File: src/rtl/v_query_pipe_if.sv
// Query, state-RAM and response signals of v_query_pipe.
// master = the query pipe itself; slave = host, state RAM and response consumer.
interface v_query_pipe_if #(
   parameter int ID_W   = 4,
   parameter int KEY_W  = 32,
   parameter int SIZE_W = 16
);
   localparam int STATE_W = 1 + KEY_W + SIZE_W;

   // Handshakes: a transfer happens in any cycle where valid and ready are both 1;
   // valid never waits on ready, and payload is held while valid=1 and ready=0.
   logic               i_qry_vld;
   logic [ID_W-1:0]    i_qry_id;
   logic               o_qry_rdy;
   logic               o_state_ren;
   logic [ID_W-1:0]    o_state_raddr;
   logic [STATE_W-1:0] i_state_rdata;
   logic               i_state_wen;
   logic [ID_W-1:0]    i_state_waddr;
   logic [STATE_W-1:0] i_state_wdata;
   logic               o_rsp_vld;
   logic               i_rsp_rdy;
   logic [ID_W-1:0]    o_rsp_id;
   logic               o_rsp_hit;
   logic [KEY_W-1:0]   o_rsp_key;
   logic [SIZE_W-1:0]  o_rsp_size;
   logic [15:0]        o_hit_cnt;

   modport master (
      input  i_qry_vld, i_qry_id, i_state_rdata, i_state_wen, i_state_waddr,
             i_state_wdata, i_rsp_rdy,
      output o_qry_rdy, o_state_ren, o_state_raddr, o_rsp_vld, o_rsp_id,
             o_rsp_hit, o_rsp_key, o_rsp_size, o_hit_cnt
   );

   modport slave (
      output i_qry_vld, i_qry_id, i_state_rdata, i_state_wen, i_state_waddr,
             i_state_wdata, i_rsp_rdy,
      input  o_qry_rdy, o_state_ren, o_state_raddr, o_rsp_vld, o_rsp_id,
             o_rsp_hit, o_rsp_key, o_rsp_size, o_hit_cnt
   );
endinterface

File: src/rtl/v_query_pipe.sv
// Per-ID state lookup pipe: one RAM read per query, in-order buffered responses.
// Optional write-snoop correction of read data is enabled by V_QUERY_BYPASS_EN.
module v_query_pipe #(
   parameter int ID_W      = 4,
   parameter int KEY_W     = 32,
   parameter int SIZE_W    = 16,
   parameter int RSP_DEPTH = 4
) (
   input logic              clk,
   input logic              rst,
   v_query_pipe_if.master   bus
);
   localparam int STATE_W = 1 + KEY_W + SIZE_W;
   localparam int ENT_W   = ID_W + STATE_W;
   localparam int PW      = (RSP_DEPTH > 1) ? $clog2(RSP_DEPTH) : 1;
   localparam int CW      = $clog2(RSP_DEPTH + 1);

   logic               s1_vld;
   logic [ID_W-1:0]    s1_id;
   logic [STATE_W-1:0] s1_data;
   logic [CW-1:0]      rsp_cnt;
   logic [PW-1:0]      wr_ptr;
   logic [PW-1:0]      rd_ptr;
   logic [ENT_W-1:0]   fifo_mem [RSP_DEPTH];
   logic [ENT_W-1:0]   head;
   logic [15:0]        hit_cnt;
   logic               ren;
   logic               rsp_vld;
   logic               push;
   logic               pop;

   // Accept only when every in-flight query already has a buffer slot reserved.
   assign bus.o_qry_rdy     = ~rst & ((int'(rsp_cnt) + int'(s1_vld)) < RSP_DEPTH);
   assign ren               = bus.i_qry_vld & bus.o_qry_rdy;
   assign bus.o_state_ren   = ren;
   assign bus.o_state_raddr = bus.i_qry_id;

`ifdef V_QUERY_BYPASS_EN
   logic               s1_byp;
   logic [STATE_W-1:0] s1_bdata;

   // A write racing the read in S0 is invisible to the RAM (old-data read), so keep it.
   always_ff @(posedge clk or posedge rst) begin
      if (rst) begin
         s1_byp   <= 1'b0;
         s1_bdata <= '0;
      end else begin
         s1_byp <= ren & bus.i_state_wen & (bus.i_state_waddr == bus.i_qry_id);
         if (ren & bus.i_state_wen & (bus.i_state_waddr == bus.i_qry_id))
            s1_bdata <= bus.i_state_wdata;
      end
   end

   always_comb begin
      s1_data = bus.i_state_rdata;
      if (s1_byp)
         s1_data = s1_bdata;
      if (bus.i_state_wen && (bus.i_state_waddr == s1_id))
         s1_data = bus.i_state_wdata;
   end
`else
   logic unused_snoop;
   assign unused_snoop = ^{bus.i_state_wen, bus.i_state_waddr, bus.i_state_wdata};
   assign s1_data      = bus.i_state_rdata;
`endif

   assign rsp_vld = (rsp_cnt != '0);
   assign push    = s1_vld;
   assign pop     = rsp_vld & bus.i_rsp_rdy;
   assign head    = fifo_mem[rd_ptr];

   always_ff @(posedge clk or posedge rst) begin
      if (rst) begin
         s1_vld  <= 1'b0;
         s1_id   <= '0;
         wr_ptr  <= '0;
         rd_ptr  <= '0;
         rsp_cnt <= '0;
         hit_cnt <= '0;
      end else begin
         s1_vld <= ren;
         if (ren)
            s1_id <= bus.i_qry_id;
         if (push)
            wr_ptr <= (wr_ptr == PW'(RSP_DEPTH - 1)) ? '0 : wr_ptr + 1'b1;
         if (pop)
            rd_ptr <= (rd_ptr == PW'(RSP_DEPTH - 1)) ? '0 : rd_ptr + 1'b1;
         if (push && !pop)
            rsp_cnt <= rsp_cnt + CW'(1);
         else if (pop && !push)
            rsp_cnt <= rsp_cnt - CW'(1);
         if (pop && head[STATE_W-1] && (hit_cnt != 16'hFFFF))
            hit_cnt <= hit_cnt + 16'd1;
      end
   end

   always_ff @(posedge clk) begin
      if (push)
         fifo_mem[wr_ptr] <= {s1_id, s1_data};
   end

   // Fields read as zero whenever no response is presented, including during reset.
   assign bus.o_rsp_vld  = rsp_vld;
   assign bus.o_rsp_id   = rsp_vld ? head[ENT_W-1 -: ID_W] : '0;
   assign bus.o_rsp_hit  = rsp_vld & head[STATE_W-1];
   assign bus.o_rsp_key  = rsp_vld ? head[KEY_W+SIZE_W-1:SIZE_W] : '0;
   assign bus.o_rsp_size = rsp_vld ? head[SIZE_W-1:0] : '0;
   assign bus.o_hit_cnt  = hit_cnt;
endmodule

File: src/flat_wrapper.sv
// flat-port wrapper written by rule: the top's interface ports become plain ports
module v_query_pipe_flat 
#(
   parameter int ID_W      = 4,
   parameter int KEY_W     = 32,
   parameter int SIZE_W    = 16,
   parameter int RSP_DEPTH = 4
)
  (clk, rst, bus_i_qry_vld, bus_i_qry_id, bus_i_state_rdata, bus_i_state_wen, bus_i_state_waddr, bus_i_state_wdata, bus_i_rsp_rdy, bus_o_qry_rdy, bus_o_state_ren, bus_o_state_raddr, bus_o_rsp_vld, bus_o_rsp_id, bus_o_rsp_hit, bus_o_rsp_key, bus_o_rsp_size, bus_o_hit_cnt);
  v_query_pipe_if #(.ID_W(ID_W), .KEY_W(KEY_W), .SIZE_W(SIZE_W)) bus_i ();
  input logic clk;
  input logic rst;
  input wire logic [$bits(bus_i.i_qry_vld)-1:0] bus_i_qry_vld;
  input wire logic [$bits(bus_i.i_qry_id)-1:0] bus_i_qry_id;
  input wire logic [$bits(bus_i.i_state_rdata)-1:0] bus_i_state_rdata;
  input wire logic [$bits(bus_i.i_state_wen)-1:0] bus_i_state_wen;
  input wire logic [$bits(bus_i.i_state_waddr)-1:0] bus_i_state_waddr;
  input wire logic [$bits(bus_i.i_state_wdata)-1:0] bus_i_state_wdata;
  input wire logic [$bits(bus_i.i_rsp_rdy)-1:0] bus_i_rsp_rdy;
  output wire logic [$bits(bus_i.o_qry_rdy)-1:0] bus_o_qry_rdy;
  output wire logic [$bits(bus_i.o_state_ren)-1:0] bus_o_state_ren;
  output wire logic [$bits(bus_i.o_state_raddr)-1:0] bus_o_state_raddr;
  output wire logic [$bits(bus_i.o_rsp_vld)-1:0] bus_o_rsp_vld;
  output wire logic [$bits(bus_i.o_rsp_id)-1:0] bus_o_rsp_id;
  output wire logic [$bits(bus_i.o_rsp_hit)-1:0] bus_o_rsp_hit;
  output wire logic [$bits(bus_i.o_rsp_key)-1:0] bus_o_rsp_key;
  output wire logic [$bits(bus_i.o_rsp_size)-1:0] bus_o_rsp_size;
  output wire logic [$bits(bus_i.o_hit_cnt)-1:0] bus_o_hit_cnt;
  assign bus_i.i_qry_vld = bus_i_qry_vld;
  assign bus_i.i_qry_id = bus_i_qry_id;
  assign bus_i.i_state_rdata = bus_i_state_rdata;
  assign bus_i.i_state_wen = bus_i_state_wen;
  assign bus_i.i_state_waddr = bus_i_state_waddr;
  assign bus_i.i_state_wdata = bus_i_state_wdata;
  assign bus_i.i_rsp_rdy = bus_i_rsp_rdy;
  assign bus_o_qry_rdy = bus_i.o_qry_rdy;
  assign bus_o_state_ren = bus_i.o_state_ren;
  assign bus_o_state_raddr = bus_i.o_state_raddr;
  assign bus_o_rsp_vld = bus_i.o_rsp_vld;
  assign bus_o_rsp_id = bus_i.o_rsp_id;
  assign bus_o_rsp_hit = bus_i.o_rsp_hit;
  assign bus_o_rsp_key = bus_i.o_rsp_key;
  assign bus_o_rsp_size = bus_i.o_rsp_size;
  assign bus_o_hit_cnt = bus_i.o_hit_cnt;
  v_query_pipe #(.ID_W(ID_W), .KEY_W(KEY_W), .SIZE_W(SIZE_W), .RSP_DEPTH(RSP_DEPTH)) u_core (.clk(clk), .rst(rst), .bus(bus_i));
endmodule
File: config.mk
export PLATFORM = sky130hd
export DESIGN_NAME = v_query_pipe_flat
export DESIGN_NICKNAME = d
export VERILOG_FILES = /design/src/rtl/v_query_pipe_if.sv /design/src/rtl/v_query_pipe.sv /design/src/flat_wrapper.sv
export SDC_FILE = /design/constraint.sdc
export NUM_CORES = 1
export LEC_CHECK = 0
export ABC_AREA = 1
export ABC_CLOCK_PERIOD_IN_PS = 2000
export BUFFER_PORTS_ARGS = -buffer_cell sky130_fd_sc_hd__buf_2
export CAP_MARGIN = 25
export CELL_PAD_IN_SITES_DETAIL_PLACEMENT = 0
export CELL_PAD_IN_SITES_GLOBAL_PLACEMENT = 1
export CORE_MARGIN = 4
export CORE_UTILIZATION = 39
export DETAILED_ROUTE_END_ITERATION = 16
export PLACE_DENSITY_LB_ADDON = 0.1
export SETUP_SLACK_MARGIN = 0.05
export SYNTH_ARGS = -nofsm -noshare
export SYNTH_HDL_FRONTEND = slang
export SYNTH_SLANG_ARGS = --single-unit
File: constraint.sdc
create_clock -name clk -period 2 [get_ports clk]
set_input_delay 0 -clock clk [delete_from_list [all_inputs] [get_ports clk]]
set_output_delay 0 -clock clk [all_outputs]
set_load 0.02 [all_outputs]
==> flow_summary.toml, run 1 <==
[critical_path]
timing.critical_path.fanout_max = 6
critPathLaunchType = "flip-flop"
critical_path.n_buffers_inverters = 4
timing.critical_path.slowest_stage_cell = "sky130_fd_sc_hd__dfrtp_4"
crit_path_frequent_cell = "sky130_fd_sc_hd__buf_12"
critical_path.max_stage_delay_ns = 0.50
timing.critical_path.max_delay_family = "buffers and inverters"
crit_required_ns = 2.00
path_cells = "buf_12 -> buf_12 -> clkbuf_16 -> nor2_4 -> nor2_1 -> o21ai_1 -> a21oi_1 -> buf_4"
worst_setup_path_end_kind = "output port"
r2r.worst_path.cells = 9
crit_type = "flip-flop to output port"
critical_path_depth = 8
timing.critical_path.arrival_ns = 2.00

[floorplan]
row_count = 57
core_region_area_um2 = 24600
number_of_top_level_pins = 187
design.die.area_um2 = 27900
chip_height_um = 167
initial_utilization = 0.400
die_width_um = 167

[place]
weighted_congestion_at_the_end_of_routability_driven_global_placement = 0.709
place_inst = 1280
numPortBuffers = 132
dp.final_hpwl_um = 12500
placedInstanceArea_um2 = 11000

[global_route]
pin_count_of_the_biggest_net_entering_global_routing = 54
antenna_violations_before_repair = 1
first_global_vias = 6745
globalRouteOverflowTotal = 0
grt_pass1_wl_um = 36800
grt_usage = 0.164

[power_and_ir_drop]
leakagePower_nw = 4.99
finalPower_mw = 19.5
vdd.ir_drop.worst_v = 0.000745
power_density_nw_per_um2 = 1470

[route]
detail-route-antenna-nets = 0
remaining_drc_errors = 0
drtPass1Iterations = 6
post_drt_via_cell_ratio = 4.80
detailed_route_wire_length_per_cell_um = 17.3
dr_total_vias = 6760
drt_iter0_drc = 282
wl_um = 24300

[cells_and_area]
nFillCells = 2150
layout-drive-gt1-share = 0.267
multi_input_comb_area_um2 = 2670
layout-area-overhead-vs-synth_pct = 34.6
finalInstanceArea_um2 = 13300
design.final.nets = 1183
final_cells = 1409
seqCellArea_um2 = 7070

[timing]
setup_viol = 0
finalHoldViolations = 0
grt_setup_unrepaired = "true"
min_period_ns = 2.00
final.setup_skew_ns = 0.0129
final.period_utilization = 0.998
maxSlewHeadroom = 0.692
achievable-frequency_mhz = 501
fin_worst_hold_slack_ns = 0.128
final_max_slew_viol_count = 0
worst_pin_slew_ns = 0.461
setup-tns-final_ns = 0

[synth]
gate_count_after_technology_mapping = 849
mappedNetlistArea_um2 = 9850
synth_seq_cells = 240
synth_area_per_cell_um2 = 11.6
synth_nets = 968
synth_largest_area_cell = "sky130_fd_sc_hd__edfxtp_1"
post_synth_main_area_contributors = "sky130_fd_sc_hd__edfxtp_1 (65%), sky130_fd_sc_hd__nor2_1 (8.7%), sky130_fd_sc_hd__dfrtp_1 (7.1%)"
postSynth.topFlopCell = "sky130_fd_sc_hd__edfxtp_1"
asyncSetResetFlopFracSynth = 0.117
ys.warnings.count = 0
yosysUniqueCellTypes = 27
yosysSeqAreaShare = 0.717
share_of_yosys_cell_area_claimed_by_the_top_area_cell_type = 0.646
synth_enable_flop_cells = 212

[clocking]
clock_tree.root_cell = "sky130_fd_sc_hd__clkbuf_16"
tritoncts = "done"
htree_num_levels = 1
tritoncts_num_sinks = 240
cts-root-to-sink-buffers = 3
numCtsBuffers = 26
clock_latency_ns = 0.51
cts.clk_slew.worst_paths_ns = 0.06

[outcome]
outcome = "complete, no violations"

[job]
maxCapViolations = 0

[worst_hold_path]
hold_path_class = "input pin to asynchronous set/reset pin"
[sequential cells by signal (all words and copies together) (netlist names)]
signal                flops
u_core.wr_ptr             2
u_core.push               1
u_core.rd_ptr             2
u_core.bus.o_hit_cnt     16
u_core.rsp_cnt            3
u_core.fifo_mem         212
u_core.s1_id              4
[tightest hold or removal path, stage by stage]
cell                            delay (ns)
sky130_fd_sc_hd__dlygate4sd3_1        0.53
sky130_fd_sc_hd__buf_2                0.12
sky130_fd_sc_hd__inv_1                0.06
sky130_fd_sc_hd__buf_4                0.35
[where the power goes]
group	switching [mW]	leakage, nW	internal [mW]
combinational	4.95	2.28	3.47
clock	1.85	0.430	2.97
sequential	0.278	2.28	5.98
total	7.08	4.99	12.4
[metal layers]
layer	GRT usage	up-vias	wire (um)
met5	0	-	0
met2	0.281	117	11700
met4	0.0285	0	291
met1	0.225	3248	11400
met3	0.0256	22	897
li1	-	3373	-
[cell usage in the layout, fill, tap and decap left out, types with 6 or more instances in the layout]
master                            n
sky130_fd_sc_hd__o21ai_0         42
sky130_fd_sc_hd__buf_12          14
sky130_fd_sc_hd__nor2_2          32
sky130_fd_sc_hd__nand2_1         99
sky130_fd_sc_hd__buf_2           80
sky130_fd_sc_hd__clkinv_2         6
sky130_fd_sc_hd__nor2_1         178
sky130_fd_sc_hd__o21ai_1         69
sky130_fd_sc_hd__nor2_4          21
sky130_fd_sc_hd__edfxtp_1       212
sky130_fd_sc_hd__a21oi_1         53
sky130_fd_sc_hd__dfrtp_1         26
sky130_fd_sc_hd__inv_1           17
sky130_fd_sc_hd__nand3_1         10
sky130_fd_sc_hd__buf_4           63
sky130_fd_sc_hd__clkbuf_16       33
sky130_fd_sc_hd__dlygate4sd3_1   60
sky130_fd_sc_hd__ha_1             7
sky130_fd_sc_hd__buf_16           6
[stage by stage]
stage / worst slack (ns) / util
after detailed placement: 0.169 / 0.446
final: 0.00467 / 0.539
after CTS: 0.0156 / 0.518
after floorplan: 0.0796 / -
after global routing: -0.0661 / 0.539
after global placement: 0.169 / 0.446
[synth_stat cells (4+ instances only)]
cell                       count
sky130_fd_sc_hd__a21oi_1      55
sky130_fd_sc_hd__buf_1         6
sky130_fd_sc_hd__buf_2         7
sky130_fd_sc_hd__buf_4         9
sky130_fd_sc_hd__clkbuf_1     20
sky130_fd_sc_hd__dfrtp_1      28
sky130_fd_sc_hd__edfxtp_1    212
sky130_fd_sc_hd__ha_1          7
sky130_fd_sc_hd__inv_1        23
sky130_fd_sc_hd__nand2_1     100
sky130_fd_sc_hd__nand3_1      10
sky130_fd_sc_hd__nand4_1       4
sky130_fd_sc_hd__nor2_1      229
sky130_fd_sc_hd__o21ai_0     111
sky130_fd_sc_hd__xnor2_1       5
sky130_fd_sc_hd__xor2_1        4
[area by class of cell]
type,instances,share of cell area
sequential,240,0.533
multi-input combinational,537,0.201
inverter,26,0.00943
clock inverter,17,0.0140
timing repair buffer,233,0.159
tap,324,0.0306
antenna,1,0.000189
clock buffer,31,0.0521
[cell families (layout without fill, tap and decap cells)]
| group | after synthesis | count (layout) | share of synthesized area |
|---|---|---|---|
| flip-flops | 240 | 240 | 0.717 |
| buffers and inverters | 72 | 307 | 0.0359 |
| other | 0 | 1 | 0 |
| adder cells (fa/ha/maj) | 8 | 8 | 0.0109 |
| AO/OA/AOI/OAI | 167 | 167 | 0.0855 |
| AND/OR/NAND/NOR | 353 | 353 | 0.142 |
| XOR/XNOR | 9 | 9 | 0.00800 |
[path summary, 6_finish.rpt]
path / from / endpoint / slack (ns)
worst min-delay path: rst / u_core.rsp_cnt[2] / 0.13
max in group asynchronous: rst / u_core.rd_ptr[0] / 1.56
worst max-delay path: u_core.rd_ptr[0] / bus_o_rsp_size[6] / 0.005
worst min register to register: u_core.wr_ptr[0] / u_core.wr_ptr[0] / 0.53
min in group clk: bus_i_state_rdata[38] / u_core.fifo_mem[0][38] / 0.23
worst max register to register: u_core.push / u_core.s1_id[2] / 0.23
[timing repair]
| action | in CTS | in global routing |
|---|---|---|
| resized for setup | 58 | 151 |
| pin swaps | 16 | 64 |
| setup buffers | 5 | 3 |
| endpoints found under the setup margin | 49 | 57 |
| hold buffers | 60 | 0 |
| cloned | 3 | 10 |
| hold endpoints to repair | 234 | 0 |
Power figures use the tool's default switching activity.
==> run 2, diff against run 1 <==
Settings changed: CORE_ASPECT_RATIO set to 0.5, CORE_UTILIZATION 39 to 41, CTS_BUF_LIST set to sky130_fd_sc_hd__clkbuf_4 sky130_fd_sc_hd__clkbuf_8, CTS_CLUSTER_SIZE set to 30.
==> run 2 against run 1 <==
Net effect: flip-flop and latch count stayed put; sequential power hardly changed; critical path depth stayed put; cell count is 1.6% higher; first-iteration DRC count is 57% higher; worst setup slack better by 0.020 ns; combinational power is 22% higher; clock skew is 0.012 ns higher; core utilization is 5.5 points higher; critical path type unchanged; largest cell class unchanged.
==> flow_summary.toml, run 2 (synthesized netlist as in run 1, its figures left out) <==
[timing]
final.period_utilization = 0.987
setup-tns-final_ns = 0
worst_slack_ns = 0.0251
min_period_ns = 1.97
final_max_slew_viol_count = 0
grt_setup_unrepaired = "true"
setup_viol = 0
achievable-frequency_mhz = 506
fin_worst_hold_slack_ns = 0.202
final.setup_skew_ns = 0.0251
worst_pin_slew_ns = 0.425
finalHoldViolations = 0
maxSlewHeadroom = 0.717

[route]
drt_iter0_drc = 442
post_drt_via_cell_ratio = 4.96
detail-route-antenna-nets = 0
drtPass1Iterations = 5
dr_total_vias = 7096
wl_um = 28100
remaining_drc_errors = 0
detailed_route_wire_length_per_cell_um = 19.6

[cells_and_area]
largest_reg_flops = 212
nFillCells = 1917
final_cells = 1431
layout_commonest_cell = "sky130_fd_sc_hd__edfxtp_1"
finalInstanceArea_um2 = 13800
multi_input_comb_area_um2 = 2860
layout-drive-gt1-share = 0.331
most_flop_heavy_register = "u_core.fifo_mem"
seqCellArea_um2 = 7070
design.final.nets = 1216
layout-area-overhead-vs-synth_pct = 40.0
finish.utilization = 0.594
final_cell_mix = "sky130_fd_sc_hd__edfxtp_1 (212), sky130_fd_sc_hd__nor2_1 (159), sky130_fd_sc_hd__nand2_1 (98), sky130_fd_sc_hd__buf_2 (80), sky130_fd_sc_hd__o21ai_1 (78)"
antennaDiodeCount = 0

[clocking]
clock_tree.root_cell = "sky130_fd_sc_hd__clkbuf_8"
tritoncts_num_sinks = 240
cts.clk_slew.worst_paths_ns = 0.06
htree_num_levels = 2
cts-root-to-sink-buffers = 3
numCtsBuffers = 36
clock_latency_ns = 0.53
tritoncts = "done"

[global_route]
grt_pass1_wl_um = 39200
first_global_vias = 6846
pin_count_of_the_biggest_net_entering_global_routing = 54
globalRouteOverflowTotal = 0
grt_usage = 0.189
antenna_violations_before_repair = 1

[critical_path]
timing.critical_path.fanout_max = 6
timing.critical_path.slowest_stage_cell = "sky130_fd_sc_hd__dfrtp_4"
critical_path.max_stage_delay_ns = 0.56
crit_type = "flip-flop to output port"
timing.critical_path.arrival_ns = 1.97
critPathLaunchType = "flip-flop"
crit_required_ns = 2.00
path_cells = "buf_8 -> clkbuf_16 -> buf_12 -> nor2_4 -> nor2_2 -> o21ai_2 -> a21oi_2 -> buf_4"
worst_setup_path_end_kind = "output port"

[power_and_ir_drop]
pwr-share-seq = 0.307
comb_power_share = 0.504
leakagePower_nw = 5.21
power_density_nw_per_um2 = 1480
power.share.clock = 0.189
netSwitchingFraction = 0.386
total_switching_power_mw = 7.90
vdd.ir_drop.worst_v = 0.000710
internal_power_mw = 12.6
finalPower_mw = 20.5

[place]
detailedPlace.worstSlack_ns = 0.122
dp.final_hpwl_um = 13200
placedInstanceArea_um2 = 10900
place_inst = 1262
weighted_congestion_at_the_end_of_routability_driven_global_placement = 0.765
numPortBuffers = 132

[floorplan]
design.die.area_um2 = 26700
initial_utilization = 0.424
core_region_area_um2 = 23200
chip_height_um = 118
number_of_top_level_pins = 187
row_count = 39
die_width_um = 227

[job]
maxCapViolations = 0

[outcome]
outcome = "complete, no violations"

[worst_hold_path]
hold_path_class = "input pin to asynchronous set/reset pin"
-- run 2: worst paths after layout --
| path | from | end | slack [ns] | cells past startpoint |
|---|---|---|---|---|
| worst max-delay path | u_core.rd_ptr[0] | bus_o_rsp_size[3] | 0.03 | 8 |
| worst min-delay path | rst | u_core.bus.o_hit_cnt[9] | 0.20 | 4 |
| worst max register to register | u_core.rsp_cnt[0] | u_core.s1_id[2] | 0.17 | 9 |
| worst min register to register | u_core.s1_id[1] | u_core.fifo_mem[1][50] | 0.52 | 0 |
| max in group asynchronous | rst | u_core.rd_ptr[0] | 1.48 | 4 |
| min in group clk | bus_i_state_rdata[30] | u_core.fifo_mem[1][30] | 0.22 | 2 |
-- run 2: layout make-up --
cell class	count	share of cell area
sequential	240	0.513
multi-input combinational	537	0.208
timing repair buffer	254	0.188
clock buffer	52	0.0456
tap	307	0.0279
inverter	26	0.0104
clock inverter	13	0.00399
timing repair inverter	2	0.00336
-- run 2: power by group through the flow --
stage	sequential [mW]	clock, mW	combinational, mW
detailed placement	6.34	0	6.37
finish	6.27	3.88	10.3
global route	6.32	4.22	11.0
floorplan	6.29	0	4.23
global placement	6.32	0	6.30
CTS	6.22	3.97	7.98
-- run 2: critical path, delay by kind of cell (launching register included) --
kind,cells,cell delay (ns)
AO/OA/AOI/OAI,2,0.15
buffers and inverters,4,0.63
flip-flops,1,0.56
AND/OR/NAND/NOR,2,0.12
-- run 2: routing by layer --
layer  track usage  routed length [um]  up-vias  part of all wire
met5             0                  13        -           0.00046
met4        0.0306                 303        2             0.011
met3        0.0478                1620       30             0.058
met2         0.310               13400      164              0.48
met1         0.262               12800     3465              0.45
li1              -                   -     3435                 -
-- run 2: repair_timing --
action                     4_1_cts  5_1_grt
hold buffers                    59        1
cloned                          10       20
hold endpoints to repair       231        1
setup buffers                   13        3
setup endpoints to repair       52       61
pin swaps                       13       67
resized for setup               69      258
==> run 3, diff against run 2 <==
Settings changed: ABC_CLOCK_PERIOD_IN_PS 2000 to 1860, CORE_UTILIZATION 41 to 24.
Clock period 2 ns to 1.86 ns, I/O delays scaled along.
==> run 3 against run 2 <==
Net effect: the flow now finishes with violations (negative setup slack); critical path depth decreased by 1; hold slack got worse by 0.075 ns; global-route usage is 5.6 points lower; die area grew 67%; clock power rose by 30%; combinational power up 16%; wire length increased by 8.4%; via count rose by 1.0%; clock skew is 0.0087 ns higher; flip-flop and latch count did not move; first-iteration DRC count shrank 27%.
==> flow_summary.toml, run 3 (synthesized netlist as in run 1, its figures left out) <==
[outcome]
outcome = "complete, but fails checks"
violations = "negative setup slack"

[cells_and_area]
largest_reg_flops = 212
final_cells = 1682
layout-drive-gt1-share = 0.392
layout_commonest_cell = "sky130_fd_sc_hd__edfxtp_1"
most_flop_heavy_register = "u_core.fifo_mem"
antennaDiodeCount = 0
layout-area-overhead-vs-synth_pct = 49.6
nFillCells = 3978
final_cell_mix = "sky130_fd_sc_hd__edfxtp_1 (212), sky130_fd_sc_hd__nor2_1 (176), sky130_fd_sc_hd__nand2_1 (92), sky130_fd_sc_hd__buf_2 (80), sky130_fd_sc_hd__dlygate4sd3_1 (56)"
finish.utilization = 0.364
design.final.nets = 1231

[global_route]
pin_count_of_the_biggest_net_entering_global_routing = 45
grt_pass1_wl_um = 44100
antenna_violations_before_repair = 0
grt_usage = 0.134
first_global_vias = 7328
globalRouteOverflowTotal = 0

[power_and_ir_drop]
vdd.ir_drop.worst_v = 0.000607
leakagePower_nw = 5.41
power_density_nw_per_um2 = 1610
finalPower_mw = 23.7

[critical_path]
crit_path_frequent_cell = "sky130_fd_sc_hd__nor2_1"
critical_path.max_stage_delay_ns = 0.44
timing.rr.start = "u_core.rsp_cnt[0]"
crit_required_ns = 1.86
timing.critical_path.arrival_ns = 1.96
timing.critical_path.slowest_stage_cell = "sky130_fd_sc_hd__dfrtp_4"
crit_type = "flip-flop to output port"
worst_setup_path_end_kind = "output port"
timing.critical_path.max_delay_family = "buffers and inverters"
r2r.worst_path.cells = 10
critPathLaunchType = "flip-flop"
regToRegSetupSlack_ns = 0.04
path_cells = "buf_12 -> clkbuf_16 -> nor2_1 -> nor2_1 -> o21ai_4 -> a21oi_4 -> buf_6"
worst_r2r_endpoint = "u_core.rsp_cnt[2]"
timing.critical_path.fanout_max = 12
critical_path.n_buffers_inverters = 3

[timing]
finalHoldViolations = 0
final.setup_skew_ns = 0.0337
setup_viol = 48
achievable-frequency_mhz = 511
final_max_slew_viol_count = 0
worst_slack_ns = -0.0976
grt_setup_unrepaired = "true"
min_period_ns = 1.96
maxSlewHeadroom = 0.711
setup-tns-final_ns = -2.38
final.period_utilization = 1.05
worst_pin_slew_ns = 0.434

[route]
drt_iter0_drc = 321
drtPass1Iterations = 4
dr_total_vias = 7170
wl_um = 30400
post_drt_via_cell_ratio = 4.26
detail-route-antenna-nets = 0
remaining_drc_errors = 0
detailed_route_wire_length_per_cell_um = 18.1

[job]
maxCapViolations = 0

[place]
dp.final_hpwl_um = 16100
detailedPlace.worstSlack_ns = 0.116
weighted_congestion_at_the_end_of_routability_driven_global_placement = 0.702
place_inst = 1510
numPortBuffers = 132

[clocking]
tritoncts_num_sinks = 240
htree_num_levels = 2
cts.clk_slew.worst_paths_ns = 0.06
clock_tree.root_cell = "sky130_fd_sc_hd__clkbuf_8"
clock_latency_ns = 0.58
numCtsBuffers = 40
tritoncts = "done"
cts-root-to-sink-buffers = 3

[floorplan]
initial_utilization = 0.243
chip_height_um = 151
design.die.area_um2 = 44600
number_of_top_level_pins = 187
row_count = 52
core_region_area_um2 = 40500
die_width_um = 295

[worst_hold_path]
hold_path_class = "input pin to asynchronous set/reset pin"
-- run 3: timing repair --
action                                  in CTS  in global routing
buffers inserted                            20                  4
endpoints found under the hold margin      234                  0
pin swaps                                   25                 64
cloned                                      18                  5
endpoints found under the setup margin      54                 71
gates resized for setup                    186                233
hold buffers                                56                  0
-- run 3: how the worst max path moves through the flow --
stage                            startpoint                     to  slack [ns]  cells past startpoint
after floorplan            u_core.wr_ptr[0]  u_core.fifo_mem[0][0]        0.03                      4
after global placement    u_core.rsp_cnt[2]      u_core.rsp_cnt[2]        0.10                      9
after detailed placement  u_core.rsp_cnt[2]      u_core.rsp_cnt[2]        0.12                      9
after CTS                  u_core.rd_ptr[0]      bus_o_rsp_key[31]       -0.19                      7
after global routing       u_core.rd_ptr[0]       bus_o_rsp_key[8]       -0.20                      7
final                      u_core.rd_ptr[0]       bus_o_rsp_key[8]        -0.1                      7
-- run 3: metal layers --
metal / up-vias / track usage / wire [um] / part of all wire
met4: 0 / 0.0333 / 456 / 0.015
li1: 3476 / - / - / -
met1: 3554 / 0.179 / 14400 / 0.47
met2: 97 / 0.223 / 14600 / 0.48
met5: - / 0 / 0 / 0
met3: 43 / 0.0283 / 993 / 0.033
-- run 3: area by class of cell --
class	instances	area (um2)	area share
sequential	240	7070	0.480
clock inverter	16	161	0.0109
clock buffer	56	696	0.0472
timing repair inverter	3	47.5	0.00322
tap	540	676	0.0458
timing repair buffer	264	2770	0.188
inverter	26	159	0.0108
multi-input combinational	537	3160	0.215
-- run 3: worst min-delay path: cells and delay by family --
kind	cells	cell delay, ns
buffers and inverters	4	1.10
-- run 3: through the flow --
step / cell area [um2] / hold WS [ns]
after CTS: 14000 / 0.110
after global placement: 11400 / 0.179
after detailed placement: 11400 / 0.180
final: 14700 / 0.127
after floorplan: 9900 / 0.0740
after global routing: 14700 / 0.149
-- run 3: power by group --
| group | total [mW] | switching [mW] | internal, mW |
|---|---|---|---|
| clock | 5.05 | 2.20 | 2.85 |
| combinational | 11.9 | 6.61 | 5.34 |
| sequential | 6.73 | 0.297 | 6.43 |
| total | 23.7 | 9.11 | 14.6 |
